## config.mk

```make
export PLATFORM = sky130hd
export DESIGN_NAME = aes_bist_ctrl
export DESIGN_NICKNAME = d
export VERILOG_FILES = /design/src/rtl/aes_bist_ctrl.sv
export SDC_FILE = /design/constraint.sdc
export NUM_CORES = 1
export LEC_CHECK = 0
export ABC_CLOCK_PERIOD_IN_PS = 3400
export BUFFER_PORTS_ARGS = -buffer_cell sky130_fd_sc_hd__buf_4
export CAP_MARGIN = 20
export CORE_UTILIZATION = 50
export DETAILED_ROUTE_END_ITERATION = 7
export PLACE_DENSITY = 0.81
export SYNTH_ARGS = -nofsm -noshare
export SYNTH_HDL_FRONTEND = slang
export SYNTH_SLANG_ARGS = --single-unit
```

## constraint.sdc

```tcl
create_clock -name clk -period 3.4 [get_ports clk]
set_input_delay 0.34 -clock clk [delete_from_list [all_inputs] [get_ports clk]]
set_output_delay 0.34 -clock clk [all_outputs]
set_load 0.05 [all_outputs]
```

## src/rtl/aes_bist_ctrl.sv

```systemverilog
// ---------------------------------------------------------------------------
// aes_bist_ctrl
//
// Sequencer for one built-in self-test of the 8-bit AES datapath. It sits
// upstream of the BIST top that holds the key/data LFSRs and the output MISR.
// One test runs in this order:
//   1. Clear the LFSR/MISR pair.
//   2. Hold their shared enable high for NUM_PATTERNS cycles.
//   3. Freeze the MISR and capture its signature.
//   4. Compare the signature with GOLDEN_SIG and hold the pass/fail result
//      until the next test or reset.
//
// Ports:
//   clk          - system clock
//   rst          - synchronous, active-high reset
//   start        - request a test; sampled only in IDLE or DONE
//   abort        - cancel a running test; sampled in CLEAR, RUN, CAPTURE
//   misr_sig     - current MISR signature from the BIST top
//   bist_clr     - synchronous clear to the LFSRs and MISR (drive into their rst)
//   lfsr_misr_en - shared enable to the LFSRs and MISR
//   busy         - high in CLEAR, RUN, CAPTURE
//   done         - high in DONE
//   pass         - high in DONE when the captured signature matches GOLDEN_SIG
//   sig_out      - last captured signature
//   pattern_cnt  - enabled cycles completed in the current or last run
// ---------------------------------------------------------------------------
module aes_bist_ctrl #(
    parameter int         NUM_PATTERNS = 16,
    parameter logic [7:0] GOLDEN_SIG   = 8'hC0,
    parameter int         CNT_W        = $clog2(NUM_PATTERNS + 1)
) (
    input  logic             clk,
    input  logic             rst,
    input  logic             start,
    input  logic             abort,
    input  logic [7:0]       misr_sig,
    output logic             bist_clr,
    output logic             lfsr_misr_en,
    output logic             busy,
    output logic             done,
    output logic             pass,
    output logic [7:0]       sig_out,
    output logic [CNT_W-1:0] pattern_cnt
);

    localparam logic [2:0] IDLE    = 3'd0;
    localparam logic [2:0] CLEAR   = 3'd1;
    localparam logic [2:0] RUN     = 3'd2;
    localparam logic [2:0] CAPTURE = 3'd3;
    localparam logic [2:0] DONE    = 3'd4;

    // Count value seen during the final RUN cycle.
    localparam logic [CNT_W-1:0] LAST_CNT = CNT_W'(NUM_PATTERNS - 1);

    logic [2:0] state;
    logic       result;

    // NOTE: state is updated with non-blocking assignments so every register
    // in this block samples the values from before the edge.
    // NOTE: the reset is synchronous, so it takes effect only at a clock edge
    // and is not in the sensitivity list. Every register, including sig_out
    // and the result flag, returns to a known value.
    always_ff @(posedge clk) begin
        if (rst) begin
            state       <= IDLE;
            sig_out     <= '0;
            pattern_cnt <= '0;
            result      <= 1'b0;
        end else begin
            case (state)
                IDLE: begin
                    if (start) begin
                        state       <= CLEAR;
                        pattern_cnt <= '0;
                    end
                end
                CLEAR: begin
                    pattern_cnt <= '0;
                    state       <= abort ? IDLE : RUN;
                end
                RUN: begin
                    // On abort the counter keeps its partial value so that
                    // software can see how far the run got.
                    if (abort) begin
                        state <= IDLE;
                    end else begin
                        pattern_cnt <= pattern_cnt + CNT_W'(1);
                        if (pattern_cnt == LAST_CNT) begin
                            state <= CAPTURE;
                        end
                    end
                end
                CAPTURE: begin
                    // The enable is already low here, so misr_sig is stable.
                    if (abort) begin
                        state <= IDLE;
                    end else begin
                        sig_out <= misr_sig;
                        result  <= (misr_sig == GOLDEN_SIG);
                        state   <= DONE;
                    end
                end
                DONE: begin
                    if (start) begin
                        state       <= CLEAR;
                        pattern_cnt <= '0;
                    end
                end
                default: state <= IDLE;
            endcase
        end
    end

    // Moore decodes only: no path from any input to these outputs.
    assign bist_clr     = (state == CLEAR);
    assign lfsr_misr_en = (state == RUN);
    assign busy         = (state == CLEAR) || (state == RUN) || (state == CAPTURE);
    assign done         = (state == DONE);
    assign pass         = (state == DONE) && result;

endmodule

```

---- Word-level counts from Yosys, hierarchy flattened ----
Index checks and enable logic that the tools add are counted.
storage, ports and cells
  register bits after elaboration ......... 17
  bits of input ports ..................... 12
  output and inout bits ................... 18
  word-level logic and storage cells ...... 33
cells by class
  add/subtract/negate cells ............... 1
  equal/unequal tests ..................... 9
  muxes and demuxes ....................... 9
  bitwise operators ....................... 1
  reductions and logical operators ........ 9
operators with widths
  operator             number
  $pmux 5 s3           1
  $mux 3               4
  $pmux 3 s4           1
  $mux 5               2
  $eq 8x8->1 const B   1
  $eq 3x2->1 const B   2
  $add 5x1->5 const B  1
  $eq 5x4->1 const B   1
  $reduce_and 2->1     2
  $eq 3x1->1 const B   1
  $eq 3x3->1 const B   1
  $logic_not 3->1      1
  $ne 3x2->1 const B   1
  $reduce_and 3->1     1
  $reduce_bool 3->1    1
  $logic_or 1x1->1     2
  $mux 2               1
  $ne 2x1->1 const B   1
  $ne 2x2->1 const B   1
  $reduce_or 2->1      1
  $logic_and 1x1->1    1
  $not 1->1            1

---- Logic depth before layout (Yosys ltp) ----
Gate-level depths: netlist of run 1.
  depth in word-level cells ............... 4
  depth in mapped cells ................... 5
  depth with buffers taken out ............ 5

---- Least setup slack after synthesis of run 1 ----
Ideal clock, no wire load.
  path kind ............................... reg2out
  start ................................... register state[1]
  end ..................................... output pass
  arrival time ............................ 2280 ps
  setup slack ............................. 780 ps
  cell stages (with the launch flop) ...... 4
  buffers on the path ..................... 1
  cell sequence ........................... dfxtp_1 -> clkbuf_2 -> nor3b_1 -> and2_1
on the way
  word-level cells in the longest chain between the ends .. 2
RTL lines
  item                    RTL line  text
  from (decl)             55        logic [2:0] state;
  from (signal assigned)  79        state <= abort ? IDLE : RUN;
  $eq 3x3->1              --
  named net done          40        output logic done,
  $logic_and 1x1->1       119       assign pass = (state == DONE) && result;
  to (decl)               41        output logic pass,
The timed path passes the listed nets, and every way through them passes these cells.

---- Final worst setup path of run 1 ----
  start ................................... register state[2]
  end ..................................... output pass
on the way
  word-level cells in the longest chain between the ends .. 2
RTL lines
  item               RTL line
  $eq 3x3->1         119
  $logic_and 1x1->1  119
No other way between the ends.

==> results of run 1 <==
-- sequential cells by signal (all words and copies together), names as in the netlist --
register and cells:
state 3, pattern_cnt 5, result 1, sig_out 8
-- layer usage --
| metal | global-route usage | part of all wire | wire [um] |
|---|---|---|---|
| met5 | 0 | 0 | 0 |
| met3 | 0.08190 | 0.060 | 104 |
| met2 | 0.3354 | 0.48 | 840 |
| met4 | 0.08750 | 0.0058 | 10 |
| met1 | 0.2695 | 0.45 | 780 |
-- area by class of cell --
| class | instances | area (um2) | area share |
|---|---|---|---|
| inverters | 1 | 3.754 | 0.003623 |
| repair buffers | 29 | 217.7 | 0.2101 |
| well taps | 16 | 20.02 | 0.01932 |
| clock buffers | 4 | 26.28 | 0.02536 |
| multi-input cells | 68 | 427.9 | 0.4130 |
| flip-flops and latches | 17 | 340.3 | 0.3285 |
-- final timing paths --
check	cells past startpoint	end	startpoint	slack, ns
worst min register to register	2	result	result	0.45
worst max register to register	3	pattern_cnt[3]	state[1]	1.68
worst min-delay path	2	state[1]	abort	0.23
worst max-delay path	3	pass	state[2]	1.54
-- power by group through the flow --
stage / combinational [mW] / clock (mW) / sequential [mW]
floorplan: 0.0285 / 0 / 0.208
CTS: 0.0442 / 0.110 / 0.204
global placement: 0.0436 / 0 / 0.209
finish: 0.0441 / 0.107 / 0.204
detailed placement: 0.0439 / 0 / 0.209
global route: 0.0472 / 0.118 / 0.205
-- logic make-up after synthesis --
group	after synthesis	share of synthesized area
multiplexers	2	0.02447
buffers and inverters	8	0.06115
AND/OR/NAND/NOR	49	0.3532
XOR/XNOR	1	0.01071
adder cells (fa/ha/maj)	2	0.03058
flip-flops	17	0.4159
AO/OA/AOI/OAI	14	0.1040
-- cell usage in the layout (no fill, tap or decap), drive strengths merged --
cell type	Yosys	layout
or4b	1	1
a221o	1	1
a211o	1	1
or3b	1	1
and2	1	1
clkbuf	4	4
xnor2	1	1
a31oi	1	1
buf	3	29
nor2b	2	2
nor4bb	1	1
a21o	1	1
and4bb	1	1
nor2	3	3
nand2	18	18
inv	1	1
mux2i	2	2
nor3b	3	3
nor4	2	2
and3	2	2
nand3	2	2
nand3b	1	1
ha	2	2
dfxtp	17	17
nand2b	4	4
nor4b	4	4
or4bb	1	1
nor3	2	2
a21oi	10	10
-- stage by stage --
step | hold WS, ns | area [um2]
2_1_floorplan | 0.4168 | 818.3
3_3_place_gp | 0.4386 | 1010
3_5_place_dp | 0.4441 | 1010
4_1_cts | 0.2273 | 1036
5_1_grt | 0.2274 | 1036
6_report | 0.2336 | 1036
==> PnR_summary.wiki, run 1 <==
{| class="wikitable"
! Metric !! Value
|-
| WS Path Type || flip-flop to output port
|-
| Die Width || 42.46 um
|-
| Count of cells resized by post-cts repair || 0
|-
| Most frequent cell after synthesis || sky130_fd_sc_hd__nand2_1
|-
| Worst Slack Setup Final || 1.536 ns
|-
| EDFF count, synth || 0
|-
| Top achievable clock speed || 536.3 MHz
|-
| Area leader, netlist || sky130_fd_sc_hd__dfxtp_1
|-
| Total Wirelength || 1736 um
|-
| Worst-skew pair later-pin latency || 0.29 ns
|-
| Worst-Margin Slew || 0.8163 ns
|-
| Synth warnings || 0
|-
| Predominant post-synthesis flop cell || sky130_fd_sc_hd__dfxtp_1
|-
| Number of top-level pins || 30
|-
| Worst Path Buf+Inv || 1
|-
| Count of filler cells inserted in the layout || 136
|-
| Max-cap violations || 0
|-
| Critical path's largest stage delay || 0.50 ns
|-
| Pre-CTS setup slack || 1.701 ns
|-
| Signed area change from the synthesized netlist to the final layout || 26.61%
|-
| Post-route clock skew || 0.005103 ns
|-
| Wire length of the first global-routing pass || 2960 um
|-
| Post-synthesis cell count || 93
|-
| Capturing element type of the critical path || output port
|-
| Worst-path fanout max || 10
|-
| Mean routed wirelength per cell || 12.86 um
|-
| Number of different library cells in the post-synthesis netlist || 31
|-
| Final-stage net count || 134
|-
| Number of inserted diodes || 0
|-
| Number of register bits inferred by synthesis || 17
|-
| Number of design-rule violations left by the first detailed-router iteration || 12
|-
| CTS max path bufs || 2
|-
| Synthesized cell area || 818.3 um2
|-
| Synthesized netlist net count || 107
|-
| Share of post-route cells with drive strength above 1 || 0.3109
|-
| GPL Wtd Cong || 0.7875
|-
| Tmin final || 1.864 ns
|-
| Worst endpoint required time || 3.06 ns
|-
| Layout Utilization || 0.6798
|-
| Seq/Total Area, Yosys || 0.4159
|-
| Floorplan die area || 1802 um2
|-
| Placed Instances || 131
|-
| Effective utilization at floorplan || 0.5369
|-
| Post-route non-filler standard cell count || 135
|-
| Aggregate global routing overflow || 0
|-
| Largest net degree at the start of global routing || 20
|-
| DIE HEIGHT || 42.46 um
|-
| Worst-path cell chain || nor3b_1 -> and2_1 -> buf_4
|-
| Type of the most critical hold path || input port to flip-flop
|-
| Data arrival time of the critical path || 1.52 ns
|-
| Cell type of the slowest stage on the worst timing path || sky130_fd_sc_hd__dfxtp_1
|-
| Post-Synthesis Mean Instance Area || 8.799 um2
|-
| HPWL after DPL || 1254 um
|-
| First-pass iteration count of the detailed router || 4
|-
| H-Tree Depth || 1
|-
| Share of flip-flops with an asynchronous set or reset || 0
|-
| Number of buffers inserted by hold repair at cts || 0
|-
| Power consumption || 0.3556 mW
|-
| Power Dens Cells || 343.3 nW/um2
|-
| Post-CTS setup buffers || 0
|-
| Combinational Power Share || 0.124
|-
| Number of nets still failing antenna checks after routing || 0
|-
| Number of setup violations in the final report || 0
|-
| Fin crit share || 0.5484
|-
| Internal Power || 0.2664 mW
|-
| Post-detailed-route via-to-cell ratio || 5.600
|-
| Number of vias in the routed layout || 756
|-
| Setup Total Neg Slack || 0 ns
|-
| Total DRC errors in the routed layout || 0
|-
| Number of port buffers || 29
|-
| TritonCTS clock tree || built
|-
| Worst VDD drop || 0.2402 mV
|-
| Run status || complete, no violations
|-
| Area of the placeable core || 1524 um2
|-
| Top-area cell type share of the netlist area || 0.4159
|-
| CP startpoint kind || flip-flop
|-
| Clock share of power || 0.301
|-
| Number of rows in the core area || 14
|-
| Sequential share of power || 0.575
|-
| Delay-heaviest family, CP || simple AND/OR/NAND/NOR gates
|-
| Number of antenna violations at the first check in global routing || 0
|-
| Fin. max-slew vios || 0
|-
| Largest cells by area after synthesis || sky130_fd_sc_hd__dfxtp_1 42%, sky130_fd_sc_hd__nand2_1 8.3%, sky130_fd_sc_hd__a21oi_1 6.1%, sky130_fd_sc_hd__nor4b_1 4.3%, sky130_fd_sc_hd__ha_1 3.1%
|-
| Vias in the first global route || 686
|-
| Fin. Hold Viols || 0
|-
| Worst max-slew margin expressed relative to the limit || 0.4481
|-
| Number of buffers created by CTS || 3
|-
| Sw Ratio || 0.2509
|-
| Clock input transition at the sequential cells of the worst setup and hold paths || 0.10 ns
|-
| Number of sinks driven by the clock tree || 17
|-
| Setup repair after global routing missed its margin || no
|-
| Cell at the root of the clock tree || sky130_fd_sc_hd__clkbuf_4
|-
| LEAKAGE || 0.4404 nW
|-
| Power spent charging and discharging nets || 0.08921 mW
|-
| Gr usage total || 0.2165
|-
| Most used standard cells in the synthesized netlist || 18 x sky130_fd_sc_hd__nand2_1, 17 x sky130_fd_sc_hd__dfxtp_1, 10 x sky130_fd_sc_hd__a21oi_1
|}
Power figures use the tool's default switching activity.
==> run 2: changes to the inputs <==
- ABC_CLOCK_PERIOD_IN_PS: 3400 -> 1500
- CORE_UTILIZATION: 50 -> 42
- PLACE_DENSITY: 0.81 -> 0.72
- clock period: 3.4 -> 1.5 ns (I/O delays scaled with it)
==> run 2 against run 1 <==
  * The run now ends with negative setup slack left
  * Global-route usage shrank 3.2 points
  * Highest routed layer unchanged
  * Critical path type is now flip-flop to flip-flop
  * Sequential power is 130% higher
  * Sequential share of layout area decreased by 3.7 points
  * Worst hold slack lost 0.16 ns
  * Final cell count up 13%
  * Sequential cell count stayed put
==> PnR_summary.wiki, run 2 (synthesis gave the netlist of run 1 again) <==
{| class="wikitable"
! Metric !! Value
|-
| Multi-input gate area in the final layout || 483.0 um2
|-
| Fin. Hold Viols || 0
|-
| Floorplan die area || 2129 um2
|-
| Critical R2R Launch || state[0]
|-
| Area of the placeable core || 1783 um2
|-
| Number of setup violations in the final report || 1
|-
| Layout Utilization || 0.6653
|-
| Mean routed wirelength per cell || 11.99 um
|-
| Worst-skew pair later-pin latency || 0.28 ns
|-
| Capturing element type of the critical path || flip-flop
|-
| Cell type of the slowest stage on the worst timing path || sky130_fd_sc_hd__or4b_4
|-
| Signed area change from the synthesized netlist to the final layout || 44.95%
|-
| Sequential share of power || 0.556
|-
| Number of rows in the core area || 15
|-
| Post-route clock skew || 0.003601 ns
|-
| Area taken by flip-flops and latches || 345.3 um2
|-
| Path depth of the worst reg2reg path || 3
|-
| WS Path Type || flip-flop to flip-flop
|-
| Registers with the most flip-flops || sig_out x8, pattern_cnt x5, state x3
|-
| Share of post-route cells with drive strength above 1 || 0.4409
|-
| Clock share of power || 0.288
|-
| DIE HEIGHT || 46.14 um
|-
| Total Wirelength || 1823 um
|-
| Aggregate global routing overflow || 0
|-
| Delay-heaviest family, CP || simple AND/OR/NAND/NOR gates
|-
| Worst-case hold slack || 0.07156 ns
|-
| LEAKAGE || 0.5090 nW
|-
| Hold depth || 2
|-
| Power Dens Cells || 696.9 nW/um2
|-
| Internal Power || 0.6198 mW
|-
| H-Tree Depth || 1
|-
| Number of inserted diodes || 0
|-
| Worst-path fanout max || 4
|-
| Number of antenna violations at the first check in global routing || 0
|-
| Total DRC errors in the routed layout || 0
|-
| Max-cap violations || 0
|-
| Non-Filler Cell Area, Final || 1186 um2
|-
| Cell at the root of the clock tree || sky130_fd_sc_hd__clkbuf_4
|-
| Clock input transition at the sequential cells of the worst setup and hold paths || 0.09 ns
|-
| Hold Path End || state[1]
|-
| CP startpoint kind || flip-flop
|-
| Launch instance of the worst min-delay path || abort
|-
| Number of nets still failing antenna checks after routing || 0
|-
| Combinational Power Share || 0.156
|-
| Post-detailed-route via-to-cell ratio || 5.059
|-
| Run status || finished, violations left
|-
| Placed standard-cell area || 1110 um2
|-
| Worst Slack Setup Final || -0.003048 ns
|-
| Gr usage total || 0.1848
|-
| Setup Total Neg Slack || -0.003048 ns
|-
| Pre-CTS setup slack || 0.009928 ns
|-
| Violations in the final reports || negative setup slack
|-
| Worst max-slew margin expressed relative to the limit || 0.7410
|-
| Type of the most critical hold path || input port to flip-flop
|-
| Worst endpoint required time || 1.67 ns
|-
| Top achievable clock speed || 665.3 MHz
|-
| Count of filler cells inserted in the layout || 147
|-
| Max FFs per register || 8
|-
| Top library cells by usage in the layout, fill and taps aside || 33 x sky130_fd_sc_hd__buf_4, 18 x sky130_fd_sc_hd__nand2_1, 13 x sky130_fd_sc_hd__dfxtp_1, 10 x sky130_fd_sc_hd__a21oi_1
|-
| Critical register-to-register path endpoint || pattern_cnt[2]
|-
| CTS max path bufs || 2
|-
| Worst-Margin Slew || 0.3831 ns
|-
| Most common cell after layout, fill and taps aside || sky130_fd_sc_hd__buf_4
|-
| Number of vias in the routed layout || 769
|-
| Power spent charging and discharging nets || 0.2068 mW
|-
| Setup repair after global routing missed its margin || yes
|-
| TritonCTS clock tree || built
|-
| Fin crit share || 1.002
|-
| GPL Wtd Cong || 0.7974
|-
| Number of design-rule violations left by the first detailed-router iteration || 11
|-
| Worst-path cell chain || or4b_4 -> nor4bb_4 -> a221o_1
|-
| Worst VDD drop || 0.5792 mV
|-
| Vias in the first global route || 648
|-
| Wire length of the first global-routing pass || 2884 um
|-
| Reg with most FFs || sig_out
|-
| HPWL after DPL || 1336 um
|-
| Die Width || 46.14 um
|-
| First-pass iteration count of the detailed router || 3
|-
| Data arrival time of the critical path || 1.68 ns
|-
| Effective utilization at floorplan || 0.4589
|-
| Largest net degree at the start of global routing || 20
|-
| Critical path's largest stage delay || 0.55 ns
|-
| Tmin final || 1.503 ns
|-
| Number of port buffers || 29
|-
| Sw Ratio || 0.2502
|-
| Number of sinks driven by the clock tree || 17
|-
| Final-stage net count || 142
|-
| Slack of the worst reg-to-reg path || -0.003 ns
|-
| Fin. max-slew vios || 0
|-
| Number of buffers created by CTS || 3
|-
| Number of top-level pins || 30
|-
| Worst Path Buf+Inv || 0
|}
## run 2: per-stage QoR
step	std cells	power, mW
floorplan	93	0.5464
finish	152	0.8267
global placement	147	0.5891
detailed placement	147	0.5908
CTS	151	0.8245
global route	152	0.8588
## run 2: area by class of cell
type	instances	area share
clock buffer	4	0.02215
inverter	1	0.003165
multi-input combinational	68	0.4072
sequential	17	0.2911
tap	25	0.02637
timing repair buffer	37	0.2500
## run 2: worst max path at each step
| stage | start | end | slack (ns) | cells after the start |
|---|---|---|---|---|
| after global placement | state[0] | pattern_cnt[2] | 0.02 | 3 |
| after detailed placement | state[1] | sig_out[5] | 0.01 | 4 |
| final | state[0] | pattern_cnt[2] | -0.003 | 3 |
| after CTS | state[1] | pass | -0.008 | 4 |
| after global routing | state[2] | pass | -0.05 | 4 |
| after floorplan | state[1] | pass | -0.14 | 3 |
## run 2: repair_timing
action,in CTS,in global routing
cloned,0,0
buffers inserted,0,1
endpoints found under the setup margin,9,5
gates resized for setup,4,7
pin swaps,1,3
hold buffers,0,0
## run 2: layer usage
layer	GRT usage	vias to the layer above	part of all wire
li1	-	398	-
met1	0.2959	355	0.53
met2	0.2563	14	0.43
met3	0.02745	2	0.032
met4	0.03529	0	0.0077
met5	0	-	0
## run 2: power groups by stage
stage	clock (mW)	sequential (mW)	combinational (mW)
global placement	0	0.469	0.120
CTS	0.243	0.459	0.123
finish	0.238	0.459	0.129
global route	0.260	0.460	0.138
detailed placement	0	0.469	0.122
floorplan	0	0.472	0.0740
